===== src/rtl/rst_seq_pkg.sv =====
// rst_seq_pkg -- shared definitions for the reset sequencer.
//   state_t : sequencer states (hold all resets, staggered release, running)
//   cause_t : encoding of the last reset cause reported on rst_cause
//   IDX_W   : width of the "next output to release" index (covers N_OUT up to 8)
package rst_seq_pkg;

  typedef enum logic [1:0] {
    ST_ASSERT  = 2'd0,
    ST_RELEASE = 2'd1,
    ST_RUN     = 2'd2
  } state_t;

  typedef enum logic [1:0] {
    CAUSE_EXT  = 2'b00,
    CAUSE_SW   = 2'b01,
    CAUSE_TRAP = 2'b10
  } cause_t;

  localparam int IDX_W = 3;

endpackage


===== src/rtl/rst_sync.sv =====
// rst_sync -- reset synchronizer: asserts asynchronously with rst_n, releases
// synchronously after SYNC_STAGES rising edges of clk.
//   clk        in   system clock
//   rst_n      in   raw external reset, active-low, asynchronous
//   rst_n_sync out  synchronized reset, active-low
module rst_sync #(
  parameter int SYNC_STAGES = 2
) (
  input  logic clk,
  input  logic rst_n,
  output logic rst_n_sync
);

  logic [SYNC_STAGES-1:0] sync_reg;

  // A constant 1 is shifted in; the last stage only goes high once every
  // stage has seen rst_n high, which filters metastability on release.
  always_ff @(posedge clk or negedge rst_n) begin
    if (!rst_n) begin
      sync_reg <= '0;
    end else begin
      sync_reg <= {sync_reg[SYNC_STAGES-2:0], 1'b1};
    end
  end

  assign rst_n_sync = sync_reg[SYNC_STAGES-1];

endmodule


===== src/rtl/rst_seq.sv =====
// rst_seq -- reset sequencer. Holds N_OUT active-high resets for STRETCH
// cycles after the (synchronized) external reset, then releases them one by
// one, GAP cycles apart, bit 0 first. Software requests and trap rising edges
// re-run the sequence; rst_cause records why the last reset happened.
// rst_out[0] is intended to drive the system-level reset.
//   clk        in   system clock
//   rst_n      in   external reset, asynchronous, active-low
//   sw_rst_req in   software reset request, single-cycle pulse
//   trap       in   CPU trap flag, level
//   rst_out    out  sequenced resets, active-high, bit 0 released first
//   rst_done   out  all rst_out bits released
//   busy       out  sequencer not in RUN (inverse of rst_done)
//   rst_cause  out  last reset cause (00 external, 01 software, 10 trap)
module rst_seq
  import rst_seq_pkg::*;
#(
  parameter int N_OUT       = 3,
  parameter int STRETCH_W   = 16,
  parameter int STRETCH     = 16'hFFFF,
  parameter int GAP         = 16,
  parameter int SYNC_STAGES = 2,
  parameter bit TRAP_RST    = 1'b1
) (
  input  logic             clk,
  input  logic             rst_n,
  input  logic             sw_rst_req,
  input  logic             trap,
  output logic [N_OUT-1:0] rst_out,
  output logic             rst_done,
  output logic             busy,
  output logic [1:0]       rst_cause
);

  localparam logic [STRETCH_W-1:0] CNT_STRETCH = STRETCH_W'(STRETCH - 1);
  localparam logic [STRETCH_W-1:0] CNT_GAP     = STRETCH_W'(GAP - 1);
  localparam logic [IDX_W-1:0]     LAST_IDX    = IDX_W'(N_OUT - 1);

  logic rst_n_sync;

  rst_sync #(
    .SYNC_STAGES(SYNC_STAGES)
  ) u_rst_sync (
    .clk       (clk),
    .rst_n     (rst_n),
    .rst_n_sync(rst_n_sync)
  );

  state_t                 state_reg, state_next;
  logic [STRETCH_W-1:0]   cnt_reg, cnt_next;
  logic [IDX_W-1:0]       idx_reg, idx_next;
  logic [N_OUT-1:0]       rst_out_reg, rst_out_next;
  logic                   done_reg, done_next;
  cause_t                 cause_reg, cause_next;
  logic                   trap_q_reg;
  logic                   trap_edge;

  // trap_q_reg follows trap in every state, so a trap that rose earlier and
  // is still held never looks like a fresh edge once RUN is reached.
  assign trap_edge = TRAP_RST && trap && !trap_q_reg;

  always_ff @(posedge clk or negedge rst_n_sync) begin
    if (!rst_n_sync) begin
      state_reg   <= ST_ASSERT;
      cnt_reg     <= CNT_STRETCH;
      idx_reg     <= '0;
      rst_out_reg <= '1;
      done_reg    <= 1'b0;
      cause_reg   <= CAUSE_EXT;
      trap_q_reg  <= 1'b0;
    end else begin
      state_reg   <= state_next;
      cnt_reg     <= cnt_next;
      idx_reg     <= idx_next;
      rst_out_reg <= rst_out_next;
      done_reg    <= done_next;
      cause_reg   <= cause_next;
      trap_q_reg  <= trap;
    end
  end

  always_comb begin
    state_next   = state_reg;
    cnt_next     = cnt_reg;
    idx_next     = idx_reg;
    rst_out_next = rst_out_reg;
    done_next    = done_reg;
    cause_next   = cause_reg;

    unique case (state_reg)
      ST_ASSERT: begin
        // Software requests are deliberately ignored here: the stretch runs out.
        if (cnt_reg == '0) begin
          // Enter RELEASE with the gap counter already expired so bit 0
          // drops at the end of the first RELEASE cycle.
          state_next = ST_RELEASE;
          idx_next   = '0;
          cnt_next   = '0;
        end else begin
          cnt_next = cnt_reg - 1'b1;
        end
      end

      ST_RELEASE: begin
        if (sw_rst_req) begin
          state_next   = ST_ASSERT;
          cnt_next     = CNT_STRETCH;
          rst_out_next = '1;
          done_next    = 1'b0;
          cause_next   = CAUSE_SW;
        end else if (cnt_reg == '0) begin
          for (int i = 0; i < N_OUT; i++) begin
            if (idx_reg == IDX_W'(i)) begin
              rst_out_next[i] = 1'b0;
            end
          end
          if (idx_reg == LAST_IDX) begin
            state_next = ST_RUN;
            done_next  = 1'b1;
          end else begin
            idx_next = idx_reg + 1'b1;
            cnt_next = CNT_GAP;
          end
        end else begin
          cnt_next = cnt_reg - 1'b1;
        end
      end

      ST_RUN: begin
        // Software wins over a simultaneous trap edge when recording the cause.
        if (sw_rst_req || trap_edge) begin
          state_next   = ST_ASSERT;
          cnt_next     = CNT_STRETCH;
          rst_out_next = '1;
          done_next    = 1'b0;
          cause_next   = sw_rst_req ? CAUSE_SW : CAUSE_TRAP;
        end
      end

      default: begin
        state_next   = ST_ASSERT;
        cnt_next     = CNT_STRETCH;
        rst_out_next = '1;
        done_next    = 1'b0;
      end
    endcase
  end

  assign rst_out   = rst_out_reg;
  assign rst_done  = done_reg;
  assign busy      = !done_reg;
  assign rst_cause = cause_reg;

endmodule


===== config.mk =====
export PLATFORM = sky130hd
export DESIGN_NAME = rst_seq
export DESIGN_NICKNAME = d
export VERILOG_FILES = /design/src/rtl/rst_seq_pkg.sv /design/src/rtl/rst_sync.sv /design/src/rtl/rst_seq.sv
export SDC_FILE = /design/constraint.sdc
export NUM_CORES = 1
export LEC_CHECK = 0
export CAP_MARGIN = 20
export CORE_MARGIN = 8
export CORE_UTILIZATION = 58
export CTS_CLUSTER_SIZE = 28
export DETAILED_ROUTE_END_ITERATION = 8
export PLACE_DENSITY = 0.89
export SETUP_SLACK_MARGIN = 0.2
export SLEW_MARGIN = 20
export SYNTH_ARGS = -nofsm -noshare
export SYNTH_HDL_FRONTEND = slang
export SYNTH_SLANG_ARGS = --single-unit

===== constraint.sdc =====
create_clock -name clk -period 1.2 [get_ports clk]
set_clock_uncertainty 0.05 [all_clocks]
set_input_delay 0.18 -clock clk [delete_from_list [all_inputs] [get_ports clk]]
set_output_delay 0.18 -clock clk [all_outputs]
set_load 0.005 [all_outputs]

-- Yosys cells after proc, flatten, opt, wreduce, memory -nomap -nowiden
Index checks and enable logic that the tools add are counted.
- register bits: 30
- bits of input ports: 4
- output and inout bits: 7
- add/sub/neg operators: 2
- eq/ne operators: 15
- mux-type cells: 33
- bitwise operators: 1
- reductions and logical operators: 16
- operators by type and width (operator ; number):
    two-way mux 16 bit ; 5
    one-hot mux 16 bit (3 select lines) ; 1
    two-way mux 3 bit ; 7
    zero test 16 bit ; 1
    two-way mux 2 bit ; 8
    AND reduction 4 bit ; 4
    subtractor 16 x 1 -> 16 bit, second input constant ; 1
    inequality test 2 bit, second input constant ; 6
    inequality test 3 bit, second input constant ; 4
    one-hot mux 3 bit (3 select lines) ; 1
    two-way mux 1 bit ; 7
    one-hot mux 2 bit (3 select lines) ; 1
    one-hot mux 3 bit (2 select lines) ; 1
    AND reduction 5 bit ; 1
    inequality test 4 bit, second input constant ; 1
    one-hot mux 2 bit (2 select lines) ; 1
    nonzero test 2 bit ; 2
    adder 3 x 1 -> 3 bit, second input constant ; 1
    equality test 3 x 1 -> 1 bit, second input constant ; 1
    equality test 3 x 2 -> 1 bit, second input constant ; 1
    zero test 3 bit ; 1
    one-hot mux 1 bit (3 select lines) ; 1
    AND reduction 3 bit ; 1
    equality test 2 x 1 -> 1 bit, second input constant ; 1
    7 further kinds ; 8

-- Longest topological paths before layout
- depth after elaboration: 5
- gate-level depth with buffers: 8
- depth with buffers taken out: 7

-- Cells and area by module
Synthesis repeated with hierarchy kept, for this count alone.
- cell total of the unflattened synthesis: 191
- area total of the unflattened synthesis: 1810.5 µm²
- modules (own cells, without submodules) (module ; instances ; cells each ; area each (µm²) ; sequential area each (µm²)):
    rst_seq ; 1 ; 188 ; 1756.7 ; 723.2
    rst_sync ; 1 ; 3 ; 53.8 ; 50.0

-- Worst setup path after synthesis
No wires, ideal clock.
- path type: reg-to-reg
- from: register cnt_reg[3]
- to: register cnt_reg[10]
- setup time: 0.080 ns
- arrival time: 2.392 ns
- required time: 1.070 ns
- setup slack: -1.322 ns
- cell stages (with the launch flop): 8
- path buffers: 2
- period minus slack after synthesis: 2.522 ns
- path through: dfstp_2 or4_1 buf_2 or4_4 o32a_4 buf_6 o21a_1 o22a_1
- word-level cells in the longest chain between the ends: 4
- RTL lines (what ; RTL line ; RTL):
    start, declared ; rst_seq.sv:49 ; logic [STRETCH_W-1:0] cnt_reg, cnt_next;
    start signal, assigned ; rst_seq.sv:72 ; cnt_reg <= cnt_next;
    subtractor 16 x 1 -> 16 bit / zero test 16 bit (equally long branches) ; - ;
    two-way mux 16 bit ; rst_seq.sv:110 ; end else if (cnt_reg == '0) begin
    two-way mux 16 bit ; rst_seq.sv:104 ; if (sw_rst_req) begin
    one-hot mux 16 bit (3 select lines) ; rst_seq.sv:89 ; unique case (state_reg)
Several ways; a longest one is shown, not always the timed one.
A chain may end at the register's enable or synchronous reset.

-- Worst setup path in the final report
- from: register cnt_reg[10]
- to: register cnt_reg[4]
- word-level cells in the longest chain between the ends: 4
- RTL lines (what ; RTL line):
    zero test 16 bit (*) ; rst_seq.sv:92, rst_seq.sv:110
    two-way mux 16 bit ; rst_seq.sv:110
    two-way mux 16 bit ; rst_seq.sv:104
    one-hot mux 16 bit (3 select lines) ; rst_seq.sv:89
Mark *: on every way between the ends. The rest lies on a longest branch, timed or not.

==> results.py <==
metrics = {
    "detailed_routing": {
        "routed_wl_um": 7130,
        "vias": 2018,
        "route.detailed.drc": 0,
        "drt_iter0_markers": 268,
        "routedWlPerCell_um": 24.6,
        "first_pass_iters": 5,
        "via_per_inst": 6.96,
        "detail-route-antenna-nets": 0,
    },
    "clock_tree": {
        "cts.sink_count": 30,
        "htreeDepth": 2,
        "cts.clk_slew.worst_paths_ns": 0.09,
        "tritoncts": "done",
        "ctsRootBufferMaster": "clkbuf_4",
        "cts-buffers-inserted": 5,
        "clock_path_buffers": 2,
        "clock_latency_ns": 0.33,
    },
    "die": {
        "die_area_mm2": 0.00487,
        "start_util_pct": 60.9,
        "core-area_mm2": 0.00276,
        "rows": 19,
        "die_h_um": 69.8,
        "ios": 11,
        "fp.dieW_um": 69.8,
    },
    "pwr": {
        "power.switching_uw": 400,
        "p_leak_uw": 0.00113,
        "peakVddDrop_mv": 0.894,
        "p_comb_share_pct": 5.6,
        "clockPowerShare_pct": 35.6,
        "total_power_uw": 1770,
        "power.density_mw_per_mm2": 691,
        "p_int_uw": 1360,
        "switching_share_pct": 22.7,
        "p_seq_share_pct": 58.9,
    },
    "logic_synthesis": {
        "yosysWarnings": 0,
        "ys_seq_area_share_pct": 46.1,
        "synth_flop_cell": "dfstp_2",
        "synth-seq-cells": 30,
        "synthTopCellsByArea": "dfstp_2, dfrtp_1, a21oi_1, o22a_1, ha_1",
        "async_flop_share_pct": 100,
        "syn_nets": 189,
        "synth-edff-count": 0,
        "synth_area_mm2": 0.00168,
        "synth_cell_types": 34,
        "syn_area_per_cell_um2": 9.38,
        "synth_top_area_share_pct": 28.2,
        "synth_area_leader_cell": "dfstp_2",
        "syn_inst": 179,
    },
    "place": {
        "dpl-instance-area_mm2": 0.00216,
        "gp_congestion": 0.901,
        "post-place-ws_ns": -1.29,
        "port_buffers": 10,
        "post-dp-hpwl_um": 3470,
    },
    "cells_and_area": {
        "largest_register_ffs": 16,
        "multi_input_area_um2": 986,
        "area_growth_pct": 52.0,
        "mostFrequentLayoutCell": "buf_4",
        "post-route-util_pct": 92.6,
        "layout.nets": 268,
        "fin_area_mm2": 0.00255,
        "fillCellCount": 92,
        "ff_latch_area_um2": 773,
        "drive_gt1_share_pct": 52.1,
        "antenna_cells": 0,
        "final_cell_mix": "buf_4, a21oi_1, dfstp_2",
    },
    "setup_path": {
        "end_kind": "flip-flop",
        "worst-setup-path-type": "flip-flop to flip-flop",
        "cp_max_fo": 7,
        "worst_path_most_repeated_cell": "or4_4",
        "crit_chain": "or4_4, or4_4, or3_4, nor4b_4, nor3_2",
        "cp.arrival_ns": 2.66,
        "max_stage_delay_ns": 0.63,
        "crit_required_ns": 1.39,
        "critPathLaunchType": "flip-flop",
        "critical_path.slowest_cell": "or4_4",
    },
    "global_route": {
        "grt_pass1_vias": 1834,
        "track_usage_pct": 21.7,
        "grt-ovfl-total": 0,
        "grt_antenna_before_repair": 0,
        "grt_pass1_wl_um": 8690,
        "grt_max_degree": 16,
    },
    "sta": {
        "finalCritPeriodShare_pct": 205,
        "max_freq_mhz": 406,
        "finalSetupViolations": 29,
        "report.final.slew_viol_count": 0,
        "tightest_slew_ns": 0.523,
        "relSlewSlack_pct": 64.8,
        "min_period_ns": 2.47,
        "rsz0062_at_grt": "yes",
        "layout_setup_ws_ns": -1.27,
        "hold_viol_final": 0,
    },
    "run_status": {
        "violations": "setup timing",
        "status": "finished, violations left",
    },
    "job": {
        "max-cap-violations": 0,
    },
    "hold_path": {
        "hp-class": "flip-flop to async pin",
    },
}
worst max-delay path: cells and delay by family, from the launching register on:
family / cells / cell delay [ns]
flip-flops: 1 / 0.39
AND/OR/NAND/NOR: 5 / 1.94
cell usage after synthesis, types with 4 or more instances:
library cell	n
a21oi_1	22
dfstp_2	18
dfrtp_1	12
nor2_1	11
inv_1	10
nor3_1	10
nand2_1	9
o21a_1	9
o22a_1	9
clkbuf_1	7
o21ai_0	7
ha_1	6
nand3_1	6
nor4_1	5
a21o_1	4
nand2b_1	4
per-layer routing:
layer | vias up | part of all wire, % | GRT usage, %
li1 | 809 | - | -
met1 | 949 | 36 | 22.0
met2 | 187 | 46 | 38.4
met3 | 73 | 11 | 7.01
met4 | 0 | 6.2 | 11.4
met5 | - | 0 | 0
area by class of cell:
| cell class | instances | area share (%) |
|---|---|---|
| timing repair buffer | 82 | 25.6 |
| clock buffer | 7 | 2.16 |
| tap | 31 | 1.52 |
| multi-input combinational | 129 | 38.6 |
| sequential | 30 | 30.3 |
| clock inverter | 1 | 0.196 |
| inverter | 10 | 1.57 |
power groups by stage:
| stage | registers [uW] | clock network, uW | logic, uW |
|---|---|---|---|
| final | 1040 | 628 | 98.2 |
| after global routing | 1040 | 672 | 106 |
| after CTS | 1040 | 626 | 91.5 |
| after detailed placement | 1050 | 0 | 85.5 |
| after global placement | 1050 | 0 | 81.6 |
| after floorplan | 1060 | 0 | 17.2 |
through the flow:
| stage | setup TNS, ns | std cells | hold WS [ns] |
|---|---|---|---|
| detailed placement | -29.64 | 260 | 0.194 |
| floorplan | -26.69 | 179 | -0.166 |
| global route | -30.13 | 290 | 0.226 |
| CTS | -28.23 | 276 | 0.202 |
| global placement | -26.84 | 260 | 0.154 |
| finish | -28.99 | 290 | 0.204 |
path summary, 6_finish.rpt:
check                      slack, ns                                to  depth (start not counted)                              from
setup reg to reg               -1.27            cnt_reg[4]$_DFFE_PN1P_                          5           cnt_reg[10]$_DFFE_PN1P_
max in group asynchronous       0.46  u_rst_sync.sync_reg[1]$_DFF_PN0_                          2                             rst_n
setup / recovery               -1.27            cnt_reg[4]$_DFFE_PN1P_                          5           cnt_reg[10]$_DFFE_PN1P_
hold / removal                  0.20            idx_reg[0]$_DFFE_PN0P_                          1  u_rst_sync.sync_reg[1]$_DFF_PN0_
hold reg to reg                 0.20            idx_reg[0]$_DFFE_PN0P_                          1  u_rst_sync.sync_reg[1]$_DFF_PN0_
min in group clk                0.30              trap_q_reg$_DFF_PN0_                          1                              trap
cell families after synthesis:
| kind of cell | count (synthesis) | share of synthesized area (%) |
|---|---|---|
| buffers and inverters | 21 | 5.37 |
| adder cells (fa/ha/maj) | 6 | 4.47 |
| AND/OR/NAND/NOR | 58 | 18.5 |
| other | 1 | 0.223 |
| AO/OA/AOI/OAI | 62 | 24.7 |
| multiplexers | 1 | 0.671 |
| flip-flops | 30 | 46.1 |
what timing repair did:
item,CTS,global route
setup buffers,6,12
hold buffers,1,0
endpoints found under the setup margin,34,34
resized for setup,44,29
cloned,1,2
pin swaps,11,12
hold endpoints to repair,2,0
Note: power is estimated with default switching activity, not from simulation.
==> RTL edit 1: new RTL, same settings <==
Register the input `trap` before use, with the module's reset. The logic sees it one clock later. Comments in the files are not updated.
--- a/src/rtl/rst_seq.sv
+++ b/src/rtl/rst_seq.sv
@@ -37,2 +37,12 @@
 
+  logic trap_q;
+
+  always_ff @(posedge clk or negedge rst_n_sync) begin
+    if (!rst_n_sync) begin
+      trap_q <= '0;
+    end else begin
+      trap_q <= trap;
+    end
+  end
+
   logic rst_n_sync;
@@ -58,3 +68,3 @@
   // is still held never looks like a fresh edge once RUN is reached.
-  assign trap_edge = TRAP_RST && trap && !trap_q_reg;
+  assign trap_edge = TRAP_RST && trap_q && !trap_q_reg;
 
@@ -76,3 +86,3 @@
       cause_reg   <= cause_next;
-      trap_q_reg  <= trap;
+      trap_q_reg  <= trap_q;
     end
Formal check against the unedited RTL: same outputs for any inputs over 10 cycles, from zero or initial values and one cycle with rst_n low; that may be too few to reach the edited logic, so the function may still have changed.
==> RTL edit 1 against the original RTL <==
- area after synthesis increased by 3.4%
- the run now fails in global routing (5_1_grt)
==> RTL edit 1: results <==
[synthesis]
yosysWarnings = 0
syn-num-nets = 198
synth-compound-area-share = 0.2091
synth_xor_xnor_area_share = 0
synthArstFlopShare = 1.000
muxShareOfSynthArea = 0.005768
synth.ff_latch_count = 31
synth_ff_type = "dfstp_2"
synth.area.top_cells = "dfstp_2 27%, dfrtp_1 19%, o21ai_0 5.2%, ha_1 4.3%, nor2_1 4.1%"
synth_commonest_cells = "19 x nor2_1, 18 x dfstp_2, 18 x o21ai_0"
synth_area_per_cell_um2 = 9.231
ys_seq_area_frac = 0.4600
synth_cell_types = 48
synth_adder_area_share = 0.04326

[placement]
dpl.hpwl_mm = 4.107
port_buffers = 10
gp_congestion = 0.9559
dpl-instance-area_um2 = 2318
placed_cells = 274

[floorplan]
row_count = 20

[clocking]
root_buffer = "clkbuf_4"
h-tree-depth = 2
cts_buffers = 5
clock_path_buffers = 2

[status]
status = "aborted with a tool error"
flow.stopped_at = "global routing (5_1_grt)"
stop_error = "[ERROR DPL-0038] Utilization greater than 100%, impossible to legalize"

[sta]
worst_endpoint = "cnt_reg[3]$_DFFE_PN1P_/D"
worst_path_end_type = "sequential cell input"

[global_routing]
grt_max_degree = 30
[RTL edit 1: logic make-up after synthesis]
kind of cell    count (synthesis)
compound gates                 57
fa+ha+maj                       6
buf+inv                        17
flops                          31
mux                             1
other cells                     1
simple gates                   75
[RTL edit 1: repair_timing]
action                                  4_1_cts
resized for setup                            82
hold endpoints to repair                      2
hold buffers                                  1
endpoints found under the setup margin       34
pin swaps                                    10
buffers inserted                             16
[RTL edit 1: metrics by stage]
stage          setup TNS (ns)  setup slack (ns)
2_1_floorplan          -15.26           -0.8666
3_3_place_gp           -18.31           -0.9027
3_5_place_dp           -20.14            -1.037
4_1_cts                -23.95            -1.063
==> RTL edit 2: new RTL, same flow settings <==
Made on the original files. The package constant `IDX_W` goes from 3 to 5.
--- a/src/rtl/rst_seq_pkg.sv
+++ b/src/rtl/rst_seq_pkg.sv
@@ -18,3 +18,3 @@
 
-  localparam int IDX_W = 3;
+  localparam int IDX_W = 5;
 
Check against the original RTL: no difference found for any inputs over 10 cycles, from zero or initial values and one cycle with rst_n low; that may be too few to reach the edited logic, so the function may still have changed.
==> RTL edit 2 against the original RTL <==
- the run now fails in global routing (5_1_grt)
- area after synthesis grew 14%
==> RTL edit 2: results <==
[status]
status = "aborted with a tool error"
flow.stopped_at = "global routing (5_1_grt)"
stop_error = "[ERROR DPL-0038] Utilization greater than 100%, impossible to legalize"

[synthesis]
synth_cell_types = 51
synth_ff_type = "dfstp_2"
yosysWarnings = 0
syn-num-nets = 215
synthArstFlopShare = 1.000
ys_seq_area_frac = 0.4318
synth.ff_latch_count = 32
synth_commonest_cells = "22 x o21ai_1, 18 x dfstp_2, 15 x a21oi_1"
synth.area.top_cells = "dfstp_2 25%, dfrtp_1 18%, o21ai_1 5.8%, a21oi_1 3.9%, ha_1 3.9%"

[clocking]
root_buffer = "clkbuf_4"
clock_path_buffers = 2
h-tree-depth = 2
cts_buffers = 5

[global_routing]
grt_max_degree = 18

[placement]
port_buffers = 10
dp_slack_ns = -0.8353
dpl.hpwl_mm = 4.908
gp_congestion = 0.9134

[sta]
worst_path_end_type = "sequential cell input"
worst_endpoint = "cnt_reg[11]$_DFFE_PN1P_/D"
==> RTL edit 2: kinds of logic after synthesis <==
| kind of cell | synth area share |
|---|---|
| AO/OA/AOI/OAI | 0.2467 |
| AND/OR/NAND/NOR | 0.2356 |
| flip-flops | 0.4318 |
| buffers and inverters | 0.04462 |
| adder cells (fa/ha/maj) | 0.03937 |
| other | 0.001967 |
==> RTL edit 2: what timing repair did <==
action / in CTS
gates cloned: 1
endpoints found under the setup margin: 36
hold buffers: 1
setup buffers: 18
endpoints found under the hold margin: 2
pin swaps: 32
gates resized for setup: 85
==> RTL edit 2: per-stage QoR <==
stage	instance area, um^2	cells	hold slack (ns)	util
floorplan	1984	205	-0.1656	-
CTS	3073	351	0.1666	0.9432
detailed placement	2629	323	0.1485	0.8068
global placement	2629	323	0.1448	0.8068
